==> src/rtl/ws2812_pkg.sv <==
// Shared types and constants for the WS2812 frame path.
package ws2812_pkg;

  localparam int PIXEL_W              = 24;
  localparam int CLK_HZ               = 50_000_000;
  localparam int DEFAULT_RESET_CYCLES = 15000;

  typedef enum logic [2:0] {
    IDLE,
    READ,
    LOAD,
    SEND,
    GAP
  } state_t;

endpackage

==> src/rtl/ws2812_brightness_scale.sv <==
// Combinational per-channel brightness scaler: c' = (c * (level + 1)) >> 8.
// Only instantiated when WS2812_BRIGHTNESS_EN is defined.
module ws2812_brightness_scale
  import ws2812_pkg::*;
(
  input  logic [PIXEL_W-1:0] pixel,
  input  logic [7:0]         level,
  output logic [PIXEL_W-1:0] scaled
);

  logic [8:0] gain;

  assign gain = {1'b0, level} + 9'd1;

  for (genvar gi = 0; gi < 3; gi++) begin : g_chan
    // 8-bit channel times a 9-bit gain of at most 256 fits in 16 bits.
    assign scaled[gi*8 +: 8] = 8'(({8'd0, pixel[gi*8 +: 8]} * {7'd0, gain}) >> 8);
  end

endmodule

==> src/rtl/ws2812_frame_scheduler.sv <==
// Frame sequencer: fetches pixels from RAM, feeds the WS2812 transmitter, enforces latch gap.
// Optional brightness scaling of each word at LOAD when WS2812_BRIGHTNESS_EN is defined.
module ws2812_frame_scheduler
  import ws2812_pkg::*;
#(
  parameter int MAX_LEDS     = 64,
  parameter int ADDR_W       = 6,
  parameter int RESET_CYCLES = DEFAULT_RESET_CYCLES,
  parameter int GAP_W        = 14
) (
  input  logic                 clk,
  input  logic                 rst_n,
`ifdef WS2812_BRIGHTNESS_EN
  input  logic [7:0]           brightness,
`endif
  input  logic                 start,
  input  logic                 auto_refresh,
  input  logic [ADDR_W:0]      num_leds,
  output logic                 rd_en,
  output logic [ADDR_W-1:0]    rd_addr,
  input  logic [PIXEL_W-1:0]   rd_data,
  output logic                 tx_en,
  output logic [PIXEL_W-1:0]   tx_rgb,
  input  logic                 tx_done,
  output logic                 busy,
  output logic                 frame_done
);

  localparam logic [ADDR_W:0]  MAX_CNT  = (ADDR_W+1)'(MAX_LEDS);
  localparam logic [GAP_W-1:0] GAP_LAST = GAP_W'(RESET_CYCLES - 1);

  state_t            state;
  logic [ADDR_W:0]   count;
  logic [ADDR_W-1:0] idx;
  logic [GAP_W-1:0]  gap_cnt;
  logic              pending;

  logic [ADDR_W:0]    start_cnt;
  logic               last_word;
  logic [PIXEL_W-1:0] pixel;

  assign start_cnt = (num_leds > MAX_CNT) ? MAX_CNT : num_leds;
  assign last_word = ({1'b0, idx} + (ADDR_W+1)'(1)) == count;

`ifdef WS2812_BRIGHTNESS_EN
  ws2812_brightness_scale u_scale (
    .pixel  (rd_data),
    .level  (brightness),
    .scaled (pixel)
  );
`else
  assign pixel = rd_data;
`endif

  always_ff @(posedge clk or negedge rst_n) begin
    if (!rst_n) begin
      state      <= IDLE;
      count      <= '0;
      idx        <= '0;
      gap_cnt    <= '0;
      pending    <= 1'b0;
      rd_en      <= 1'b0;
      rd_addr    <= '0;
      tx_en      <= 1'b0;
      tx_rgb     <= '0;
      busy       <= 1'b0;
      frame_done <= 1'b0;
    end else begin
      rd_en      <= 1'b0;
      frame_done <= 1'b0;
      if (start && busy)
        pending <= 1'b1;

      case (state)
        IDLE: begin
          if (start || auto_refresh) begin
            count   <= start_cnt;
            idx     <= '0;
            gap_cnt <= '0;
            busy    <= 1'b1;
            if (start_cnt != '0) begin
              rd_en   <= 1'b1;
              rd_addr <= '0;
              state   <= READ;
            end else begin
              state <= GAP;
            end
          end
        end

        READ: state <= LOAD;

        LOAD: begin
          tx_rgb <= pixel;
          tx_en  <= 1'b1;
          state  <= SEND;
        end

        SEND: begin
          if (tx_done) begin
            if (last_word) begin
              tx_en   <= 1'b0;
              gap_cnt <= '0;
              state   <= GAP;
            end else begin
              idx     <= idx + 1'b1;
              rd_en   <= 1'b1;
              rd_addr <= idx + 1'b1;
              state   <= READ;
            end
          end
        end

        GAP: begin
          tx_en <= 1'b0;
          if (gap_cnt == GAP_LAST) begin
            frame_done <= 1'b1;
            // A start landing on the final gap cycle is folded into this restart.
            if (pending || start || auto_refresh) begin
              pending <= 1'b0;
              count   <= start_cnt;
              idx     <= '0;
              gap_cnt <= '0;
              if (start_cnt != '0) begin
                rd_en   <= 1'b1;
                rd_addr <= '0;
                state   <= READ;
              end else begin
                state <= GAP;
              end
            end else begin
              busy  <= 1'b0;
              state <= IDLE;
            end
          end else begin
            gap_cnt <= gap_cnt + 1'b1;
          end
        end

        default: state <= IDLE;
      endcase
    end
  end

endmodule

==> config.mk <==
export PLATFORM = sky130hd
export DESIGN_NAME = ws2812_frame_scheduler
export DESIGN_NICKNAME = d
export VERILOG_FILES = /design/src/rtl/ws2812_pkg.sv /design/src/rtl/ws2812_brightness_scale.sv /design/src/rtl/ws2812_frame_scheduler.sv
export SDC_FILE = /design/constraint.sdc
export NUM_CORES = 1
export LEC_CHECK = 0
export CORE_UTILIZATION = 45
export DETAILED_ROUTE_END_ITERATION = 7
export DONT_BUFFER_PORTS = 1
export PLACE_DENSITY_LB_ADDON = 0.08
export RECOVER_POWER = 100
export SLEW_MARGIN = 30
export SYNTH_ARGS = -nofsm -noshare
export SYNTH_HDL_FRONTEND = slang
export SYNTH_HIERARCHICAL = 1
export SYNTH_SLANG_ARGS = --single-unit
==> constraint.sdc <==
create_clock -name clk -period 4 [get_ports clk]
set_input_delay 0.6 -clock clk [delete_from_list [all_inputs] [get_ports clk]]
set_output_delay 0.6 -clock clk [all_outputs]
set_load 0.01 [all_outputs]
==> results by group, run 1 <==
Outcome
  • Status: finished, final reports clean

Route
  • DRC Markers: 0
  • Final antenna-violating net count: 0
  • Detailed Routing Iterations Pass 1: 4
  • Final wirelength: 6130 um
  • Vias: 2258
  • Drt wl/cell: 15.1 um
  • Drt first-iter violations: 53
  • Via-to-Cell Ratio: 5.58

GRT
  • First-pass GRT wire length: 10400 um
  • Gr usage total: 0.180
  • Initial antenna violation count: 0
  • Largest net degree at the start of global routing: 66
  • Vias in the first global route: 2188
  • Grt ovf: 0

Synth
  • Syn Area/Cell: 10.6 um2
  • Yosys reg bits: 65
  • Synth Area in Simple Gates: 0.185
  • Mux share of post-synthesis cell area: 0.113
  • Dominant cell type by area after synthesis: dfrtp_1
  • Post-synth EDFFs: 0
  • Sequential element share of the synthesized area: 0.509
  • Synth warnings: 6
  • Combinational family with the most area after synthesis: simple AND/OR/NAND/NOR gates
  • Most frequent cells after synthesis: 65 x dfrtp_1, 37 x nand2_1, 25 x mux2_2, 15 x o21ai_0, 12 x nor2_1
  • Synth top area share: 0.509
  • Synth unique cells: 53
  • Post-Synth XOR/XNOR Area: 0.0246
  • Mapped Nets: 341
  • Compound-Gate Fraction of Synth Area: 0.124
  • Post-Synthesis Cells: 303
  • Most frequent cell after synthesis: dfrtp_1
  • Asr flop ratio synth: 1.00
  • Post-synth design cell area: 0.00320 mm2
  • Synth area leaders: dfrtp_1 51%, mux2_2 8.8%, nand2_1 4.3%
  • Adder-Cell Fraction of Synth Area: 0.00782
  • Primary FF master, synth: dfrtp_1

Layout
  • Nets: 342
  • Area grow syn2layout: 10.6%
  • Fillers: 649
  • Layout cells sized above 1: 0.162
  • Ant diodes: 0

STA
  • Tightest hold margin: 128 ps
  • Setup TNS: 0 ps
  • Clock Skew: 9.15 ps
  • Tcrit/Tclk final: 0.713
  • Final slew viol count: 0
  • Final Setup Violations: 0
  • Unrepaired setup endpoints after global routing: no
  • Max Clock Freq: 0.351 GHz
  • Final hold vios: 0
  • Slew headroom: 0.177
  • Worst Tran Pin Value: 1230 ps
  • Min Tclk post-route: 2850 ps

CTS
  • Sink Count: 65
  • Clock latency on the worst-skew pair: 330 ps
  • CTS Root Cell: clkbuf_8
  • PostCTS Resize Cnt: 0
  • Clock transition at the registers of the reported paths: 70 ps
  • CTS H-tree lvls: 3
  • CTS Buf Count: 9
  • CTS max path bufs: 2
  • CTS tree: yes
  • Post-CTS Setup Bufs: 0

Die
  • Core area: 0.00683 mm2
  • Cell Rows: 30
  • Die area: 0.00745 mm2
  • Die X: 86.3 um
  • Chip height: 86.3 um
  • I/O pin count: 70
  • Starting Density: 0.468

Worst setup path
  • CP Class: flip-flop to flip-flop
  • Startpoint Class: flip-flop
  • Crit end category: flip-flop
  • Worst-path maximum fanout: 14
  • Critical path arrival: 3100 ps
  • Data required, critical path: 4250 ps

Power and ir drop
  • Peak supply drop: 0.283 mV
  • PwrDens: 775 mW/mm2
  • Leakage: 1.45 nW

Worst hold path
  • Min-Delay Path Class: input port to async pin

Place
  • DP Wirelength: 4220 um
  • Buffers on Ports: 0
  • Global placer's final weighted congestion: 0.844

Run
  • Maxcap violations: 0
[worst paths after layout]
kind | from | to | slack [ps] | cells past startpoint
max | idx[0] | rd_addr[4] | 1150 | 8
min | rst_n | tx_rgb[21] | 130 | 1
max reg2reg | idx[0] | rd_addr[4] | 1150 | 8
min reg2reg | pending | pending | 510 | 2
max in group asynchronous | rst_n | gap_cnt[11] | 3590 | 1
min in group clk | tx_done | tx_en | 360 | 1
[area by class of cell]
type,instances,area (um2),share of cell area
clock buffer,10,138,0.0389
clock inverter,6,138,0.0389
inverter,12,45.0,0.0127
multi-input combinational,214,1440,0.407
sequential,65,1630,0.460
tap,96,120,0.0340
timing repair buffer,2,31.3,0.00884
[metal layers]
| metal | share of wire | track usage | up-vias | wire, um |
|---|---|---|---|---|
| met5 | 0 | 0 | - | 0 |
| met4 | 0.011 | 0.0773 | 0 | 66 |
| met3 | 0.051 | 0.0390 | 5 | 310 |
| met2 | 0.44 | 0.271 | 61 | 2710 |
| met1 | 0.50 | 0.252 | 1094 | 3040 |
| li1 | - | - | 1098 | - |
[through the flow]
step	power [mW]	instances	setup WS [ps]	cell area [um2]	utilization
3_3_place_gp	1.98	388	1450	3260	0.477
2_1_floorplan	1.85	303	1680	3200	-
3_5_place_dp	2.00	388	1370	3260	0.477
6_report	2.74	405	1150	3540	0.518
4_1_cts	2.79	405	1370	3560	0.521
5_1_grt	2.94	405	907	3540	0.518
[state kept, by name, summed over array words and instances (netlist names)]
register    cells
tx_en           1
idx             6
count           7
pending         1
gap_cnt        14
busy            1
frame_done      1
tx_rgb         24
rd_en           1
state           3
rd_addr         6
[power by group]
| part | leakage [nW] | total [mW] | internal [mW] | switching, mW |
|---|---|---|---|---|
| registers | 0.814 | 1.23 | 0.920 | 0.307 |
| logic | 0.499 | 0.749 | 0.378 | 0.370 |
| clock network | 0.137 | 0.764 | 0.498 | 0.267 |
[logic make-up after synthesis]
group	count (synthesis)
buffers and inverters	24
adders and majority gates	2
and+or+nand+nor	109
AOI/OAI and AO/OA	61
muxes	33
xor gates and xnor gates	9
DFF	65
[timing repair]
item	4_1_cts	5_1_grt
hold endpoints to repair	65	0
hold buffers	1	0
endpoints found under the setup margin	0	0
[cells in the final DEF (no fill, tap or decap), types with 3 or more instances in the layout]
cell and instances:
a31oi_1 7, a21oi_1 10, o21ai_0 19, nor2b_1 4
mux2i_1 8, nor3_1 7, or3_1 6, nand2_1 37
nand2b_1 8, mux2_2 25, o211ai_1 3, clkbuf_8 10
nand3_1 12, o311ai_0 4, dfrtp_1 65, and3_1 3
o31ai_1 3, xor2_1 4, xnor2_1 5, nor2_1 12
bufinv_16 4, inv_1 10, nor4_1 4, o221ai_1 3
[critical path, stage by stage (launching register included)]
cell,delay [ps]
dfrtp_1,470
ha_1,300
nand3_1,160
nand2_1,90
o311ai_0,120
or3_1,380
or3_1,460
nand3_1,540
mux2i_1,260
No activity file was read; power rests on OpenSTA's default activity.
==> run 2: changes to the inputs <==
--- a/config.mk
+++ b/config.mk
@@ -5,6 +5,7 @@
 export SDC_FILE = /design/constraint.sdc
 export NUM_CORES = 1
 export LEC_CHECK = 0
+export ABC_AREA = 1
 export CORE_UTILIZATION = 45
 export DETAILED_ROUTE_END_ITERATION = 7
 export DONT_BUFFER_PORTS = 1
==> constraint.sdc (replaced) <==
create_clock -name clk -period 2.55 [get_ports clk]
set_input_delay 0.3825 -clock clk [delete_from_list [all_inputs] [get_ports clk]]
set_output_delay 0.3825 -clock clk [all_outputs]
set_load 0.01 [all_outputs]
==> run 2 against run 1 <==
The flow now finishes with violations (capacitance limit, slew limit). Global-route usage increased by 1.5 points. Cell count up 32%. Non-clock buffer count increased by 1. Synthesized cell count rose by 41%. Die area increased by 1.3%. Combinational power grew 39%. Critical path type unchanged. Critical endpoint is now idx[3].
==> results by group, run 2 <==
Route
  • Detailed Routing Iterations Pass 1: 4 (unchanged)
  • Final antenna-violating net count: 0 (unchanged)
  • Final wirelength: 6720 um (was 6130 um)
  • Vias: 2644 (was 2258)
  • Drt first-iter violations: 83 (was 53)
  • DRC Markers: 0 (unchanged)
  • Drt wl/cell: 12.6 um (was 15.1 um)
  • Via-to-Cell Ratio: 4.94 (was 5.58)

STA
  • Setup TNS: 0 ps (unchanged)
  • Unrepaired setup endpoints after global routing: no (unchanged)
  • Clock Skew: 6.05 ps (was 9.15 ps)
  • Final slew viol count: 66 (was 0)
  • Tightest hold margin: 155 ps (was 128 ps)
  • Worst Tran Pin Value: 1560 ps (was 1230 ps)
  • Final Setup Violations: 0 (unchanged)
  • Tcrit/Tclk final: 0.805 (was 0.713)
  • Max Clock Freq: 0.487 GHz (was 0.351 GHz)
  • Min Tclk post-route: 2050 ps (was 2850 ps)
  • Slew headroom: -0.0394 (was 0.177)
  • Setup ws final: 496 ps (was 1150 ps)
  • Final hold vios: 0 (unchanged)

Layout
  • Most frequent cells in the layout: 187 x nand2_1, 65 x dfrtp_1, 44 x inv_1, 38 x nand3_1, 23 x nor2_1 (was 65 x dfrtp_1, 37 x nand2_1, 25 x mux2_2, 19 x o21ai_0)
  • Most common cell after layout, fill and taps aside: nand2_1 (was dfrtp_1)
  • Max reg flops: 24 (unchanged)
  • Regs by FF count: tx_rgb x24, gap_cnt x14, count x7 (unchanged)
  • Nets: 472 (was 342)
  • Non-filler cells in the finished layout: 535 (was 405)
  • Area grow syn2layout: 7.95% (was 10.6%)
  • Ant diodes: 0 (unchanged)
  • Design area: 0.00350 mm2 (was 0.00354 mm2)
  • Reg with most FFs: tx_rgb (unchanged)
  • Layout cells sized above 1: 0.0661 (was 0.162)
  • Final core utilization: 0.509 (was 0.518)
  • Fillers: 690 (was 649)

Run
  • Maxcap violations: 1 (was 0)

CTS
  • CTS H-tree lvls: 3 (unchanged)
  • CTS Buf Count: 9 (unchanged)
  • CTS max path bufs: 2 (unchanged)
  • CTS Root Cell: clkbuf_8 (unchanged)
  • Clock latency on the worst-skew pair: 330 ps (about the same)
  • Post-CTS Setup Bufs: 0 (unchanged)
  • Sink Count: 65 (unchanged)
  • CTS tree: yes (unchanged)
  • PostCTS Resize Cnt: 0 (unchanged)
  • Clock transition at the registers of the reported paths: 70 ps (about the same)

Synth
  • Syn Area/Cell: 7.57 um2 (was 10.6 um2)
  • Most frequent cell after synthesis: nand2_1 (was dfrtp_1)
  • Post-Synthesis Cells: 428 (was 303)
  • Asr flop ratio synth: 1.00 (unchanged)
  • Primary FF master, synth: dfrtp_1 (unchanged)
  • Synth top area share: 0.502 (was 0.509)
  • Yosys reg bits: 65 (unchanged)
  • Synth warnings: 6 (unchanged)
  • Synth area leaders: dfrtp_1 50%, nand2_1 21%, nand3_1 5.4% (was dfrtp_1 51%, mux2_2 8.8%, nand2_1 4.3%)
  • Sequential element share of the synthesized area: 0.502 (was 0.509)
  • Post-synth design cell area: 0.00324 mm2 (was 0.00320 mm2)
  • Synth unique cells: 28 (was 53)
  • Dominant cell type by area after synthesis: dfrtp_1 (unchanged)
  • Mapped Nets: 466 (was 341)
  • Most frequent cells after synthesis: 185 x nand2_1, 65 x dfrtp_1, 43 x inv_1, 35 x nand3_1, 19 x nor2_1 (was 65 x dfrtp_1, 37 x nand2_1, 25 x mux2_2, 15 x o21ai_0, 12 x nor2_1)
  • Post-synth EDFFs: 0 (unchanged)

Worst setup path
  • Top delay family on crit path: simple AND/OR/NAND/NOR gates (unchanged)
  • Worst-path maximum fanout: 8 (was 14)
  • Data required, critical path: 2820 ps (was 4250 ps)
  • Startpoint Class: flip-flop (unchanged)
  • Worst path bufs/invs: 0 (unchanged)
  • Setup slack, reg-to-reg: 500 ps (was 1150 ps)
  • Worst-path cell chain: ha_1, nand2_1, nand2_1, nand2_1, nand2_1, nor2_1, nand2_1, nor2_1, nand3_1, nand3_1, nand2_1, nand2_1 (was ha_1, nand3_1, nand2_1, o311ai_0, or3_1, or3_1, nand3_1, mux2i_1)
  • Critical path arrival: 2320 ps (was 3100 ps)
  • Critical path's slowest cell: dfrtp_1 (was nand3_1)
  • Worst path max stage delay: 440 ps (was 540 ps)
  • Crit end category: flip-flop (unchanged)
  • CP dominant cell by count: nand2_1
  • Worst r2r src: idx[0] (unchanged)
  • Reg2reg end: idx[3] (was rd_addr[4])
  • CP Class: flip-flop to flip-flop (unchanged)
  • Register-to-Register Path Depth: 12 (was 8)

Power and ir drop
  • Flop pwr share: 0.467 (was 0.448)
  • Combinational fraction of design power: 0.297 (was 0.273)
  • Sw frac: 0.399 (was 0.345)
  • Leakage: 1.87 nW (was 1.45 nW)
  • Clock power share: 0.237 (was 0.279)
  • PwrDens: 998 mW/mm2 (was 775 mW/mm2)
  • NetSw: 1.39 mW (was 0.944 mW)
  • Total chip power: 3.49 mW (was 2.74 mW)
  • Peak supply drop: 0.658 mV (was 0.283 mV)
  • Int Power: 2.10 mW (was 1.80 mW)

Place
  • Buffers on Ports: 0 (unchanged)
  • DP Wirelength: 4770 um (was 4220 um)
  • Placed inst area: 0.00333 mm2 (was 0.00326 mm2)
  • Post-place setup slack: 573 ps (was 1370 ps)
  • Placed cell count: 517 (was 388)
  • Global placer's final weighted congestion: 0.851 (was 0.844)

GRT
  • Largest net degree at the start of global routing: 66 (unchanged)
  • Gr usage total: 0.195 (was 0.180)
  • Grt ovf: 0 (unchanged)
  • First-pass GRT wire length: 11400 um (was 10400 um)
  • Vias in the first global route: 2483 (was 2188)
  • Initial antenna violation count: 0 (unchanged)

Outcome
  • Failing checks: capacitance limit, slew limit
  • Status: complete, but fails checks (was finished, final reports clean)

Worst hold path
  • Min-Delay Path Class: input port to flip-flop (was input port to async pin)
  • Min-Delay Endpoint: tx_rgb[11]
  • Hold Path Depth: 2
  • Hold Startpoint: rd_data[11]

Die
  • Chip height: 86.9 um (was 86.3 um)
  • Die area: 0.00754 mm2 (was 0.00745 mm2)
  • Core area: 0.00687 mm2 (was 0.00683 mm2)
  • I/O pin count: 70 (unchanged)
  • Starting Density: 0.472 (was 0.468)
  • Die X: 86.9 um (was 86.3 um)
  • Cell Rows: 30 (unchanged)
[run 2: metal layers]
layer / vias to the layer above / track usage / share of wire
li1: 1366 / - / -
met5: - / 0 / 0
met2: 80 / 0.298 / 0.43
met4: 0 / 0.0727 / 0.013
met3: 10 / 0.0607 / 0.054
met1: 1188 / 0.261 / 0.50
[run 2: power by group through the flow]
stage          registers [mW]  logic, mW  clock network, mW
2_1_floorplan            1.59      0.880                  0
3_3_place_gp             1.65       1.03                  0
3_5_place_dp             1.64       1.07                  0
4_1_cts                  1.63       1.08              0.864
5_1_grt                  1.67       1.21              0.893
6_report                 1.63       1.04              0.826
[run 2: worst max path at each step]
stage               slack (ps)  cells after the start          end   start
floorplan                  850                     14   gap_cnt[7]  idx[0]
global placement           560                     13   gap_cnt[4]  idx[0]
detailed placement         570                     13  gap_cnt[13]  idx[0]
CTS                        550                     13  gap_cnt[13]  idx[0]
global route               230                     12       idx[4]  idx[0]
finish                     500                     12       idx[3]  idx[0]
[run 2: area by class of cell]
type,count,area [um2],area share
Multi-Input combinational cell,309,1370,0.392
Inverter,46,173,0.0494
Clock buffer,10,128,0.0365
Sequential cell,65,1630,0.465
Timing Repair Buffer,3,22.5,0.00644
Tap cell,96,120,0.0343
Clock inverter,6,58.8,0.0168
[run 2: cells by family after synthesis]
family                   synth area share
flip-flops                          0.502
AND/OR/NAND/NOR                     0.383
XOR/XNOR                          0.00270
buffers and inverters              0.0660
AO/OA/AOI/OAI                      0.0386
adder cells (fa/ha/maj)           0.00772
[run 2: repair_timing]
item | CTS | global route
endpoints found under the setup margin | 0 | 0
hold buffers | 2 | 0
endpoints found under the hold margin | 65 | 0
==> run 3: changes to the inputs <==
==> constraint.sdc (replaced) <==
create_clock -name clk -period 1.9 [get_ports clk]
set_input_delay 0.285 -clock clk [delete_from_list [all_inputs] [get_ports clk]]
set_output_delay 0.285 -clock clk [all_outputs]
set_load 0.01 [all_outputs]
==> run 3 against run 2 <==
The run now ends clean. First-iteration DRC count is 86% higher. Clock power is 65% higher. Fmax up 16%. Critical endpoint is now rd_addr[0]. Largest power group unchanged.
==> results by group, run 3 (synthesis results as in run 2) <==
GRT
  • Largest net degree at the start of global routing: 66 (unchanged)
  • Grt ovf: 0 (unchanged)
  • Gr usage total: 0.192 (was 0.195)
  • Initial antenna violation count: 0 (unchanged)
  • Vias in the first global route: 2548 (was 2483)
  • First-pass GRT wire length: 11100 um (was 11400 um)

Power and ir drop
  • PwrDens: 1370 mW/mm2 (was 998 mW/mm2)
  • Leakage: 1.99 nW (was 1.87 nW)
  • Peak supply drop: 0.776 mV (was 0.658 mV)
  • Total chip power: 5.17 mW (was 3.49 mW)

Outcome
  • Status: finished, final reports clean (was complete, but fails checks)

Route
  • Drt wl/cell: 12.3 um (was 12.6 um)
  • Drt first-iter violations: 154 (was 83)
  • Final antenna-violating net count: 0 (unchanged)
  • Detailed Routing Iterations Pass 1: 5 (was 4)
  • Via-to-Cell Ratio: 4.94 (about the same)
  • Final wirelength: 6770 um (was 6720 um)
  • Vias: 2729 (was 2644)
  • DRC Markers: 0 (unchanged)

STA
  • Setup ws final: 122 ps (was 496 ps)
  • Min Tclk post-route: 1780 ps (was 2050 ps)
  • Final slew viol count: 0 (was 66)
  • Max Clock Freq: 0.562 GHz (was 0.487 GHz)
  • Unrepaired setup endpoints after global routing: yes (was no)
  • Final Setup Violations: 0 (unchanged)
  • Setup TNS: 0 ps (unchanged)
  • Clock Skew: 9.96 ps (was 6.05 ps)
  • Slew headroom: 0.405 (was -0.0394)
  • Tcrit/Tclk final: 0.936 (was 0.805)
  • Worst Tran Pin Value: 892 ps (was 1560 ps)
  • Final hold vios: 0 (unchanged)

Die
  • Core area: 0.00687 mm2 (unchanged)
  • Die area: 0.00754 mm2 (unchanged)
  • Chip height: 86.9 um (unchanged)
  • Cell Rows: 30 (unchanged)
  • Die X: 86.9 um (unchanged)
  • Starting Density: 0.472 (unchanged)
  • I/O pin count: 70 (unchanged)

Layout
  • Area grow syn2layout: 16.2% (was 7.95%)
  • Reg with most FFs: tx_rgb (unchanged)
  • Layout cells sized above 1: 0.136 (was 0.0661)
  • Nets: 489 (was 472)
  • Fillers: 654 (was 690)
  • Non-filler cells in the finished layout: 552 (was 535)
  • Max reg flops: 24 (unchanged)
  • Regs by FF count: tx_rgb x24, gap_cnt x14, count x7 (unchanged)
  • Most common cell after layout, fill and taps aside: nand2_1 (unchanged)
  • Most frequent cells in the layout: 183 x nand2_1, 64 x dfrtp_1, 44 x inv_1, 34 x nand3_1, 20 x nor2_1 (was 187 x nand2_1, 65 x dfrtp_1, 44 x inv_1, 38 x nand3_1, 23 x nor2_1)
  • Ant diodes: 0 (unchanged)

CTS
  • CTS max path bufs: 2 (unchanged)
  • CTS H-tree lvls: 3 (unchanged)
  • CTS Buf Count: 9 (unchanged)
  • Clock transition at the registers of the reported paths: 70 ps (about the same)
  • CTS Root Cell: clkbuf_8 (unchanged)
  • Clock latency on the worst-skew pair: 340 ps (was 330 ps)
  • CTS tree: yes (unchanged)
  • Sink Count: 65 (unchanged)

Run
  • Maxcap violations: 0 (was 1)

Worst setup path
  • CP Class: flip-flop to flip-flop (unchanged)
  • Startpoint Class: flip-flop (unchanged)
  • Worst r2r src: gap_cnt[0] (was idx[0])
  • Critical path arrival: 2060 ps (was 2320 ps)
  • Crit end category: flip-flop (unchanged)
  • Data required, critical path: 2180 ps (was 2820 ps)
  • Worst-path maximum fanout: 7 (was 8)
  • Crit path launch: gap_cnt[0] (was idx[0])

Worst hold path
  • Hold Startpoint: rd_data[11] (unchanged)
  • Min-Delay Path Class: input port to flip-flop (unchanged)

Place
  • Global placer's final weighted congestion: 0.892 (was 0.851)
  • Post-place setup slack: 43.9 ps (was 573 ps)
  • Buffers on Ports: 0 (unchanged)
  • DP Wirelength: 4950 um (was 4770 um)
  • Placed cell count: 529 (was 517)
[run 3: changes by cell type in the layout (fill, tap and decap cells not counted), moves of 2 or more]
cell	delta
buf_4	+16
nor2_2	+2
nand2_1	-4
clkinv_2	-3
nor2_1	-3
nand3_2	+2
clkbuf_8	+3
ha_2	+2
ha_1	-2
nand3_1	-4
nand3_4	+2
nand2_2	+2
[run 3: area by class of cell]
type                    instances  area [um2]  area share
repair buffers                 20         150      0.0399
multi-input cells             309        1460       0.387
clock inverters                 4        73.8      0.0196
flip-flops and latches         65        1630       0.432
inverters                      46         173      0.0458
clock buffers                  12         165      0.0439
well taps                      96         120      0.0319
[run 3: report_power, final]
group	leakage, nW	switching, mW	internal [mW]
registers	0.834	0.396	1.78
logic	1.03	1.07	0.559
clock network	0.123	0.517	0.846
total	1.99	1.98	3.19
[run 3: worst paths after layout]
kind	end	slack, ps	depth (start not counted)
setup / recovery	rd_addr[0]	120	10
min in group asynchronous	gap_cnt[9]	610	2
hold / removal	tx_rgb[11]	50	2
setup reg to reg	rd_addr[0]	120	10
max in group asynchronous	gap_cnt[6]	670	2
hold reg to reg	gap_cnt[1]	510	2
[run 3: layer usage]
metal	up-vias	wire [um]	GRT usage
met5	-	0	0
met1	1248	3320	0.255
met3	8	273	0.0483
li1	1404	-	-
met4	0	102	0.0727
met2	69	3080	0.302
[run 3: critical path, cell delays in order (launching register included)]
cell and delay [ps]:
dfrtp_1 390, ha_2 210, nand3_1 80, nor2_1 120, nand2_1 100, nand2_2 130
nand2_1 100, nor2_4 240, buf_4 150, nand4_1 120, nand2_1 90
[run 3: what timing repair did]
action | CTS | global route
setup buffers | 0 | 5
hold endpoints to repair | 65 | 0
resized for setup | 0 | 13
hold buffers | 2 | 0
setup endpoints to repair | 0 | 27
[run 3: through the flow]
step                      instance area, um2   util  hold WS [ps]
final                                   3770  0.548          50.8
after global placement                  3420  0.497         -8.69
after detailed placement                3420  0.497         -8.44
after floorplan                         3240      -         -10.6
after CTS                               3690  0.538          43.8
after global routing                    3770  0.548          41.5
